### src/rtl/reg_dump_reader_if.sv
`default_nettype none
// ============================================================================
//  Module  : reg_dump_reader_if
//  Purpose : Bundles the control, register-file read port and streaming
//            output signals of the register dump reader.
//            master : drives start/abort/range, read data, out_ready
//            slave  : the reader itself (drives rf_raddr and the out_* word)
//  Rev     : 1.0  initial release
// ============================================================================
interface reg_dump_reader_if #(
    parameter int DATA_WIDTH = 32,
    parameter int ADDR_WIDTH = 5
);
    logic                  start;
    logic                  abort;
    logic [ADDR_WIDTH-1:0] first_addr;
    logic [ADDR_WIDTH-1:0] last_addr;
    logic [ADDR_WIDTH-1:0] rf_raddr;
    logic [DATA_WIDTH-1:0] rf_rdata;
    logic                  out_valid;
    logic                  out_ready;
    logic [DATA_WIDTH-1:0] out_data;
    logic [ADDR_WIDTH-1:0] out_addr;
    logic                  out_last;
    logic                  busy;
    logic                  done;

    modport master (
        output start, abort, first_addr, last_addr, rf_rdata, out_ready,
        input  rf_raddr, out_valid, out_data, out_addr, out_last, busy, done
    );

    modport slave (
        input  start, abort, first_addr, last_addr, rf_rdata, out_ready,
        output rf_raddr, out_valid, out_data, out_addr, out_last, busy, done
    );
endinterface
`default_nettype wire

### src/rtl/reg_dump_reader.sv
`default_nettype none
// ============================================================================
//  Module  : reg_dump_reader
//  Purpose : Walks an inclusive register index range on a dedicated
//            register-file read port and streams each word with its index
//            over a valid/ready output (one word per cycle without stalls).
//  Ports   : clk, rst (sync, active-high)
//            bus (slave) : start/abort/first_addr/last_addr control,
//                          rf_raddr/rf_rdata read port,
//                          out_valid/out_ready/out_data/out_addr/out_last,
//                          busy, done status
//  Rev     : 1.0  initial release
// ============================================================================
module reg_dump_reader #(
    parameter int DATA_WIDTH = 32,
    parameter int ADDR_WIDTH = 5
) (
    input  wire logic         clk,
    input  wire logic         rst,
    reg_dump_reader_if.slave  bus
);

    typedef enum logic [1:0] {
        IDLE      = 2'd0,
        RUN       = 2'd1,
        WAIT_LAST = 2'd2
    } state_t;

    state_t                state;
    state_t                state_next;

    logic [ADDR_WIDTH-1:0] ptr;
    logic [ADDR_WIDTH-1:0] last_q;
    logic [ADDR_WIDTH-1:0] raddr;

    // One-entry output register: a snapshot of the word taken at capture.
    logic                  valid_q;
    logic [DATA_WIDTH-1:0] data_q;
    logic [ADDR_WIDTH-1:0] addr_q;
    logic                  last_flag_q;
    logic                  done_q;

    logic                  load;
    logic                  take_range;
    logic                  final_accept;
    logic                  done_next;

    always_ff @(posedge clk) begin
        if (rst) begin
            state <= IDLE;
        end else begin
            state <= state_next;
        end
    end

    always_comb begin
        state_next   = state;
        load         = 1'b0;
        take_range   = 1'b0;
        final_accept = 1'b0;
        done_next    = 1'b0;
        raddr        = '0;

        case (state)
            IDLE: begin
                if (bus.start) begin
                    take_range = 1'b1;
                    // An inverted range is an empty dump: just report done.
                    if (bus.first_addr <= bus.last_addr) begin
                        state_next = RUN;
                    end else begin
                        done_next = 1'b1;
                    end
                end
            end
            RUN: begin
                raddr = ptr;
                if (!valid_q || bus.out_ready) begin
                    load = 1'b1;
                    // Ending on equality means ptr never has to wrap.
                    if (ptr == last_q) begin
                        state_next = WAIT_LAST;
                    end
                end
            end
            WAIT_LAST: begin
                if (valid_q && bus.out_ready) begin
                    final_accept = 1'b1;
                    done_next    = 1'b1;
                    state_next   = IDLE;
                end
            end
            default: begin
                state_next = IDLE;
            end
        endcase

        // Abort overrides everything except reset, including a start in IDLE.
        if (bus.abort) begin
            state_next   = IDLE;
            load         = 1'b0;
            take_range   = 1'b0;
            final_accept = 1'b0;
            done_next    = 1'b0;
        end
    end

    always_ff @(posedge clk) begin
        if (rst) begin
            ptr         <= '0;
            last_q      <= '0;
            valid_q     <= 1'b0;
            data_q      <= '0;
            addr_q      <= '0;
            last_flag_q <= 1'b0;
            done_q      <= 1'b0;
        end else begin
            done_q <= done_next;
            if (bus.abort) begin
                valid_q     <= 1'b0;
                last_flag_q <= 1'b0;
            end else begin
                if (take_range) begin
                    ptr    <= bus.first_addr;
                    last_q <= bus.last_addr;
                end
                if (load) begin
                    valid_q     <= 1'b1;
                    data_q      <= bus.rf_rdata;
                    addr_q      <= ptr;
                    last_flag_q <= (ptr == last_q);
                    if (ptr != last_q) begin
                        ptr <= ptr + ADDR_WIDTH'(1);
                    end
                end
                if (final_accept) begin
                    valid_q <= 1'b0;
                end
            end
        end
    end

    // rf_raddr depends on state and ptr only, never on out_ready.
    assign bus.rf_raddr  = raddr;
    assign bus.out_valid = valid_q;
    assign bus.out_data  = data_q;
    assign bus.out_addr  = addr_q;
    assign bus.out_last  = last_flag_q;
    assign bus.busy      = (state != IDLE);
    assign bus.done      = done_q;

endmodule
`default_nettype wire

### src/flat_wrapper.sv
// flat-port wrapper written by rule: the top's interface ports become plain ports
module reg_dump_reader_flat 
#(
    parameter int DATA_WIDTH = 32,
    parameter int ADDR_WIDTH = 5
)
  (clk, rst, bus_start, bus_abort, bus_first_addr, bus_last_addr, bus_rf_rdata, bus_out_ready, bus_rf_raddr, bus_out_valid, bus_out_data, bus_out_addr, bus_out_last, bus_busy, bus_done);
  reg_dump_reader_if #(.DATA_WIDTH(DATA_WIDTH), .ADDR_WIDTH(ADDR_WIDTH)) bus_i ();
  input  wire logic clk;
  input  wire logic rst;
  input wire logic [$bits(bus_i.start)-1:0] bus_start;
  input wire logic [$bits(bus_i.abort)-1:0] bus_abort;
  input wire logic [$bits(bus_i.first_addr)-1:0] bus_first_addr;
  input wire logic [$bits(bus_i.last_addr)-1:0] bus_last_addr;
  input wire logic [$bits(bus_i.rf_rdata)-1:0] bus_rf_rdata;
  input wire logic [$bits(bus_i.out_ready)-1:0] bus_out_ready;
  output wire logic [$bits(bus_i.rf_raddr)-1:0] bus_rf_raddr;
  output wire logic [$bits(bus_i.out_valid)-1:0] bus_out_valid;
  output wire logic [$bits(bus_i.out_data)-1:0] bus_out_data;
  output wire logic [$bits(bus_i.out_addr)-1:0] bus_out_addr;
  output wire logic [$bits(bus_i.out_last)-1:0] bus_out_last;
  output wire logic [$bits(bus_i.busy)-1:0] bus_busy;
  output wire logic [$bits(bus_i.done)-1:0] bus_done;
  assign bus_i.start = bus_start;
  assign bus_i.abort = bus_abort;
  assign bus_i.first_addr = bus_first_addr;
  assign bus_i.last_addr = bus_last_addr;
  assign bus_i.rf_rdata = bus_rf_rdata;
  assign bus_i.out_ready = bus_out_ready;
  assign bus_rf_raddr = bus_i.rf_raddr;
  assign bus_out_valid = bus_i.out_valid;
  assign bus_out_data = bus_i.out_data;
  assign bus_out_addr = bus_i.out_addr;
  assign bus_out_last = bus_i.out_last;
  assign bus_busy = bus_i.busy;
  assign bus_done = bus_i.done;
  reg_dump_reader #(.DATA_WIDTH(DATA_WIDTH), .ADDR_WIDTH(ADDR_WIDTH)) u_core (.clk(clk), .rst(rst), .bus(bus_i));
endmodule
### config.mk
export PLATFORM = sky130hd
export DESIGN_NAME = reg_dump_reader_flat
export DESIGN_NICKNAME = d
export VERILOG_FILES = /design/src/rtl/reg_dump_reader_if.sv /design/src/rtl/reg_dump_reader.sv /design/src/flat_wrapper.sv
export SDC_FILE = /design/constraint.sdc
export NUM_CORES = 1
export LEC_CHECK = 0
export ABC_AREA = 0
export BUFFER_PORTS_ARGS = -buffer_cell sky130_fd_sc_hd__buf_2
export CORE_MARGIN = 8
export CORE_UTILIZATION = 48
export DETAILED_ROUTE_END_ITERATION = 16
export PLACE_DENSITY = 0.79
export SLEW_MARGIN = 20
export SYNTH_ARGS = -nofsm -noshare
export SYNTH_HDL_FRONTEND = slang
export SYNTH_SLANG_ARGS = --single-unit
### constraint.sdc
create_clock -name clk -period 1.74 [get_ports clk]
set_input_delay 0.261 -clock clk [delete_from_list [all_inputs] [get_ports clk]]
set_output_delay 0.261 -clock clk [all_outputs]
set_load 0.1 [all_outputs]
==> flow_summary.toml, run 1 <==
[yosys]
yosysUniqueCellTypes = 35
syn_area_um2 = 2280
syn_nets = 332
seq_area_frac_synth = 0.457
ys_ff_latch = 52
yosys_warnings = 0
syn_avg_cell_area_um2 = 8.16
synthCells = 279
synth_ff_type = "dfxtp_1"
synthArstFlopShare = 0
synth-edff-count = 0

[global_routing]
antenna_found_initial = 0
grt_pass1_wl_mm = 9.42
track_usage = 0.160
grt_max_degree = 38
grt_use_met1 = 0.171
grt_pass1_vias = 2117
grt_use_met3 = 0.0618
overflow = 0
gr-usage-met2 = 0.281
gr-max-usage-layer = "met2"

[place]
dp_cells = 418
gp_congestion = 0.842
place_hpwl_mm = 4.38
portBuffers = 92
preCtsSetupSlack_ps = 43.7

[route]
drt_iter0_drc = 89
vias_per_cell = 5.02
drc = 0
num_vias = 2139
ant_nets = 0
routed_wl_mm = 5.78
wl_per_cell_um = 13.6
dr.pass1.iters = 4

[layout]
nets = 424
area_growth_pct = 29.9
final_cells = 426
final_core_util = 0.634
antenna_cells = 0
drive_gt1_frac = 0.336

[worst_setup_path]
startpoint_type = "flop"
arrival_ps = 1410
path_cells = "buf_4, or2_2, clkbuf_4"
cp_slowest_cell = "dfxtp_1"
end_kind = "output pin"
critPathKind = "flop to output pin"
crit_required_ps = 1480
path_max_fanout = 5
critPathMaxStageDelay_ps = 370

[clock_tree]
clk_pin_slew_worst_paths_ps = 100
cts_root_buf = "clkbuf_8"
postCtsSetupBuffers = 0
htreeDepth = 2
numClockSinks = 52
clk_latency_ps = 300
cts_buffers = 5
cts_tree = "built"
cts.path.max_buffers = 2

[power]
peakVddDrop_v = 0.000524
p_seq_frac = 0.513
p_leak_nw = 1.32
netSwitchingFraction = 0.315
p_switching_mw = 0.771
p_per_area_nw_per_um2 = 828
p_clk_frac = 0.285
p_int_mw = 1.68
pwr-share-comb = 0.201

[floorplan]
core.rowCount = 25
coreArea_um2 = 4660
io-pin-count = 93
start_util = 0.488
die_h_um = 84.9
fp.dieW_um = 84.9
dieArea_um2 = 7200

[timing]
min_period_ps = 1670
clock_skew_ps = 10.6
worst_slack_ps = 71.8
setup_viol = 0
tightest_slew_ps = 497
whs_ps = 183
final-hold-violation-count = 0
drv_slew = 0
fmax_ghz = 0.599
rsz0062_at_grt = "no"
fin_setup_tns_ps = 0
relSlewSlack = 0.666
fin_crit_sh = 0.959

[flow_run]
maxCapViolations = 0

[min_path]
hold_class = "input pin to flop"

[status]
run_status = "finished, final reports clean"
[sequential cells by signal (all words and copies together) (netlist names)]
| name | flops |
|---|---|
| u_core.bus.out_data | 32 |
| u_core.bus.out_addr | 5 |
| u_core.last_q | 5 |
| u_core.ptr | 5 |
| u_core.state | 2 |
| u_core.bus.done | 1 |
| u_core.bus.out_last | 1 |
| u_core.bus.out_valid | 1 |
[placed cells by master, fill, tap and decap left out, types with 3 or more instances in the layout]
| cell | synthesis | layout |
|---|---|---|
| o31ai_1 | 3 | 3 |
| buf_4 | 4 | 11 |
| inv_1 | 7 | 7 |
| nor2_1 | 12 | 11 |
| buf_2 | 7 | 87 |
| a21oi_1 | 45 | 45 |
| o21ai_0 | 5 | 5 |
| dfxtp_1 | 52 | 49 |
| nor2b_1 | 4 | 3 |
| nand3_1 | 6 | 6 |
| dfxtp_2 | 0 | 3 |
| mux2i_1 | 7 | 7 |
| ha_1 | 6 | 6 |
| nand2_1 | 79 | 79 |
| clkbuf_8 | 0 | 5 |
| xnor2_1 | 7 | 7 |
| and2_1 | 4 | 4 |
| nand2b_1 | 3 | 3 |
| buf_12 | 0 | 4 |
[layout make-up]
type | instances | area [um^2]
sequential | 52 | 1040
inverter | 7 | 26.3
clock inverter | 3 | 22.5
tap | 54 | 67.6
fill | 422 | 1710
multi-input combinational | 202 | 1120
clock buffer | 5 | 68.8
timing repair buffer | 103 | 606
[critical path, delay by kind of cell (launching register included)]
kind	cells	cell delay, ps
buffers and inverters	2	460
flip-flops	1	370
AND/OR/NAND/NOR	1	280
[cell usage after synthesis, types with 3 or more instances]
master | instances | area share
nand2_1 | 79 | 0.13
inv_1 | 7 | 0.012
a21oi_1 | 45 | 0.099
nor2_1 | 12 | 0.020
nand3_1 | 6 | 0.013
dfxtp_1 | 52 | 0.46
mux2i_1 | 7 | 0.031
nor2b_1 | 4 | 0.011
buf_4 | 4 | 0.013
o21ai_0 | 5 | 0.011
ha_1 | 6 | 0.033
and2_1 | 4 | 0.011
o31ai_1 | 3 | 0.0099
xnor2_1 | 7 | 0.027
nand2b_1 | 3 | 0.0082
buf_2 | 7 | 0.015
clkbuf_1 | 5 | 0.0082
[what timing repair did]
item,in CTS,in global routing
resized for setup,2,4
hold buffers,0,0
setup endpoints to repair,4,5
[through the flow]
step | area, um^2 | total power, mW
4_1_cts | 2950 | 2.47
6_report | 2960 | 2.45
3_5_place_dp | 2850 | 1.77
3_3_place_gp | 2850 | 1.76
5_1_grt | 2960 | 2.57
2_1_floorplan | 2280 | 1.64
[worst paths after layout]
check / start / endpoint / slack, ps / cells past startpoint
max: u_core.state[1]$_SDFFE_PP0P_ / bus_busy / 70 / 3
min: bus_rf_rdata[1] / u_core.bus.out_data[1]$_SDFFE_PP0P_ / 180 / 3
max reg2reg: u_core.state[1]$_SDFFE_PP0P_ / u_core.ptr[2]$_SDFFE_PP0N_ / 150 / 5
min reg2reg: u_core.bus.out_data[14]$_SDFFE_PP0P_ / u_core.bus.out_data[14]$_SDFFE_PP0P_ / 460 / 2
[layer usage]
layer	up-vias	wire length [um]	share of wire
li1	1104	-	-
met1	968	2450	0.42
met2	63	2790	0.48
met3	4	459	0.079
met4	0	84	0.015
met5	-	0	0
[power groups by stage]
stage	Sequential (mW)	Clock, mW	Combinational (mW)
after floorplan	1.41	0	0.223
after global placement	1.28	0	0.481
after detailed placement	1.28	0	0.489
after CTS	1.26	0.722	0.492
after global routing	1.26	0.779	0.533
final	1.26	0.698	0.493
[cell families (layout without fill, tap and decap cells)]
| logic type | after synthesis | after routing | share of synthesized area |
|---|---|---|---|
| DFF | 52 | 52 | 0.457 |
| xor gates and xnor gates | 8 | 8 | 0.0308 |
| buffers and inverters | 25 | 118 | 0.0583 |
| and+or+nand+nor | 120 | 120 | 0.235 |
| AOI/OAI and AO/OA | 61 | 61 | 0.154 |
| muxes | 7 | 7 | 0.0308 |
| adders and majority gates | 6 | 6 | 0.0330 |
Power figures use the tool's default switching activity.
==> run 2: changes to the inputs <==
--- a/config.mk
+++ b/config.mk
@@ -7,10 +7,12 @@
 export LEC_CHECK = 0
 export ABC_AREA = 0
 export BUFFER_PORTS_ARGS = -buffer_cell sky130_fd_sc_hd__buf_2
+export CELL_PAD_IN_SITES_DETAIL_PLACEMENT = 0
+export CELL_PAD_IN_SITES_GLOBAL_PLACEMENT = 1
 export CORE_MARGIN = 8
-export CORE_UTILIZATION = 48
+export CORE_UTILIZATION = 34
 export DETAILED_ROUTE_END_ITERATION = 16
-export PLACE_DENSITY = 0.79
+export PLACE_DENSITY = 0.78
 export SLEW_MARGIN = 20
 export SYNTH_ARGS = -nofsm -noshare
 export SYNTH_HDL_FRONTEND = slang
==> flow_summary.toml, run 2 (synthesis results as in run 1) <==
[status]
run_status = "finished, final reports clean"

[layout]
layout_commonest_cell = "buf_2"
mostFrequentLayoutCells = "buf_2 (87), nand2_1 (79), dfxtp_1 (50)"
antenna_cells = 0
nets = 424
largest_reg_flops = 32
final_cells = 452
drive_gt1_frac = 0.331
area_growth_pct = 31.3

[worst_setup_path]
timing.rr.end = "u_core.ptr[4]$_SDFFE_PP0N_"
crit_required_ps = 1480
arrival_ps = 1420
critPathKind = "flop to output pin"
worst-r2r-cell-count = 5
rr_startpoint = "u_core.state[0]$_SDFFE_PP0P_"
end_kind = "output pin"
crit_start = "u_core.state[1]$_SDFFE_PP0P_"
startpoint_type = "flop"
path_max_fanout = 7
reg2reg_setup_slack_ps = 140

[floorplan]
core.rowCount = 30
die_h_um = 97.8
fp.dieW_um = 97.8
dieArea_um2 = 9570
coreArea_um2 = 6640
start_util = 0.343
io-pin-count = 93

[global_routing]
track_usage = 0.133
antenna_found_initial = 0
grt_pass1_wl_mm = 10.5
grt_max_degree = 38
grt_pass1_vias = 2189
overflow = 0

[power]
p_per_area_nw_per_um2 = 820
p_switching_mw = 0.778
p_clk_frac = 0.285
netSwitchingFraction = 0.318
peakVddDrop_v = 0.000399
p_leak_nw = 1.32
pwr-share-comb = 0.201
p_seq_frac = 0.513
p_int_mw = 1.67

[clock_tree]
cts_root_buf = "clkbuf_8"
cts_buffers = 5
ctsHoldBuffers = 0
clk_pin_slew_worst_paths_ps = 100
clk_latency_ps = 310
numClockSinks = 52
cts.path.max_buffers = 2
cts_tree = "built"
htreeDepth = 2

[place]
dp_cells = 444
preCtsSetupSlack_ps = -8.21
place_hpwl_mm = 4.69
portBuffers = 92
gp_congestion = 0.744

[timing]
clock_skew_ps = 11.1
final-hold-violation-count = 0
setup_viol = 0
drv_slew = 0
min_period_ps = 1680
rsz0062_at_grt = "no"
fmax_ghz = 0.596
tightest_slew_ps = 510
relSlewSlack = 0.657
worst_slack_ps = 62.5
fin_crit_sh = 0.964

[flow_run]
maxCapViolations = 0

[min_path]
holdPathEnd = "u_core.bus.out_data[19]$_SDFFE_PP0P_"
min_path_cells = 3
hold_class = "input pin to flop"
min_from = "bus_rf_rdata[19]"

[route]
routed_wl_mm = 6.30
drc = 0
wl_per_cell_um = 13.9
drt_iter0_drc = 125
vias_per_cell = 4.79
dr.pass1.iters = 4
ant_nets = 0
num_vias = 2167
[run 2: layer usage]
metal / share of wire / global-route usage
met5: 0 / 0
met4: 0.012 / 0.0432
met3: 0.060 / 0.0434
met2: 0.50 / 0.238
met1: 0.43 / 0.145
[run 2: power groups by stage]
stage	logic, mW	registers (mW)	clock network, mW
detailed placement	0.489	1.28	0
global route	0.535	1.26	0.773
finish	0.493	1.26	0.699
floorplan	0.223	1.41	0
global placement	0.484	1.28	0
CTS	0.491	1.26	0.734
[run 2: per-stage QoR]
stage	power, mW	hold slack [ps]	instance area (um^2)	util	setup TNS (ps)
after floorplan	1.64	350	2280	-	0
after global placement	1.77	439	2880	0.434	0
after detailed placement	1.77	444	2880	0.434	-8.21
after CTS	2.48	163	2970	0.447	0
after global routing	2.57	161	2990	0.450	0
final	2.45	174	2990	0.450	0
[run 2: final cells by class]
cell class | count | area [um^2]
inverter | 7 | 26.3
fill | 684 | 3660
multi-input combinational | 202 | 1130
timing repair buffer | 103 | 606
sequential | 52 | 1040
tap | 80 | 100
clock inverter | 2 | 13.8
clock buffer | 6 | 72.6
[run 2: worst max path at each step]
stage,slack [ps],endpoint,depth (start not counted)
floorplan,20,u_core.bus.out_data[20]$_SDFFE_PP0P_,6
global placement,70,u_core.state[0]$_SDFFE_PP0P_,8
detailed placement,-8,u_core.state[0]$_SDFFE_PP0P_,8
CTS,8,bus_rf_raddr[2],4
global route,8,u_core.ptr[2]$_SDFFE_PP0N_,5
finish,60,bus_busy,3
[run 2: critical path: stages, from the launching register on]
cell	delay (ps)
dfxtp_1	400
buf_4	190
or2_2	120
buf_2	410
[run 2: what timing repair did]
action | in CTS | in global routing
setup endpoints to repair | 4 | 6
buffers inserted | 0 | 0
gates resized for setup | 2 | 3
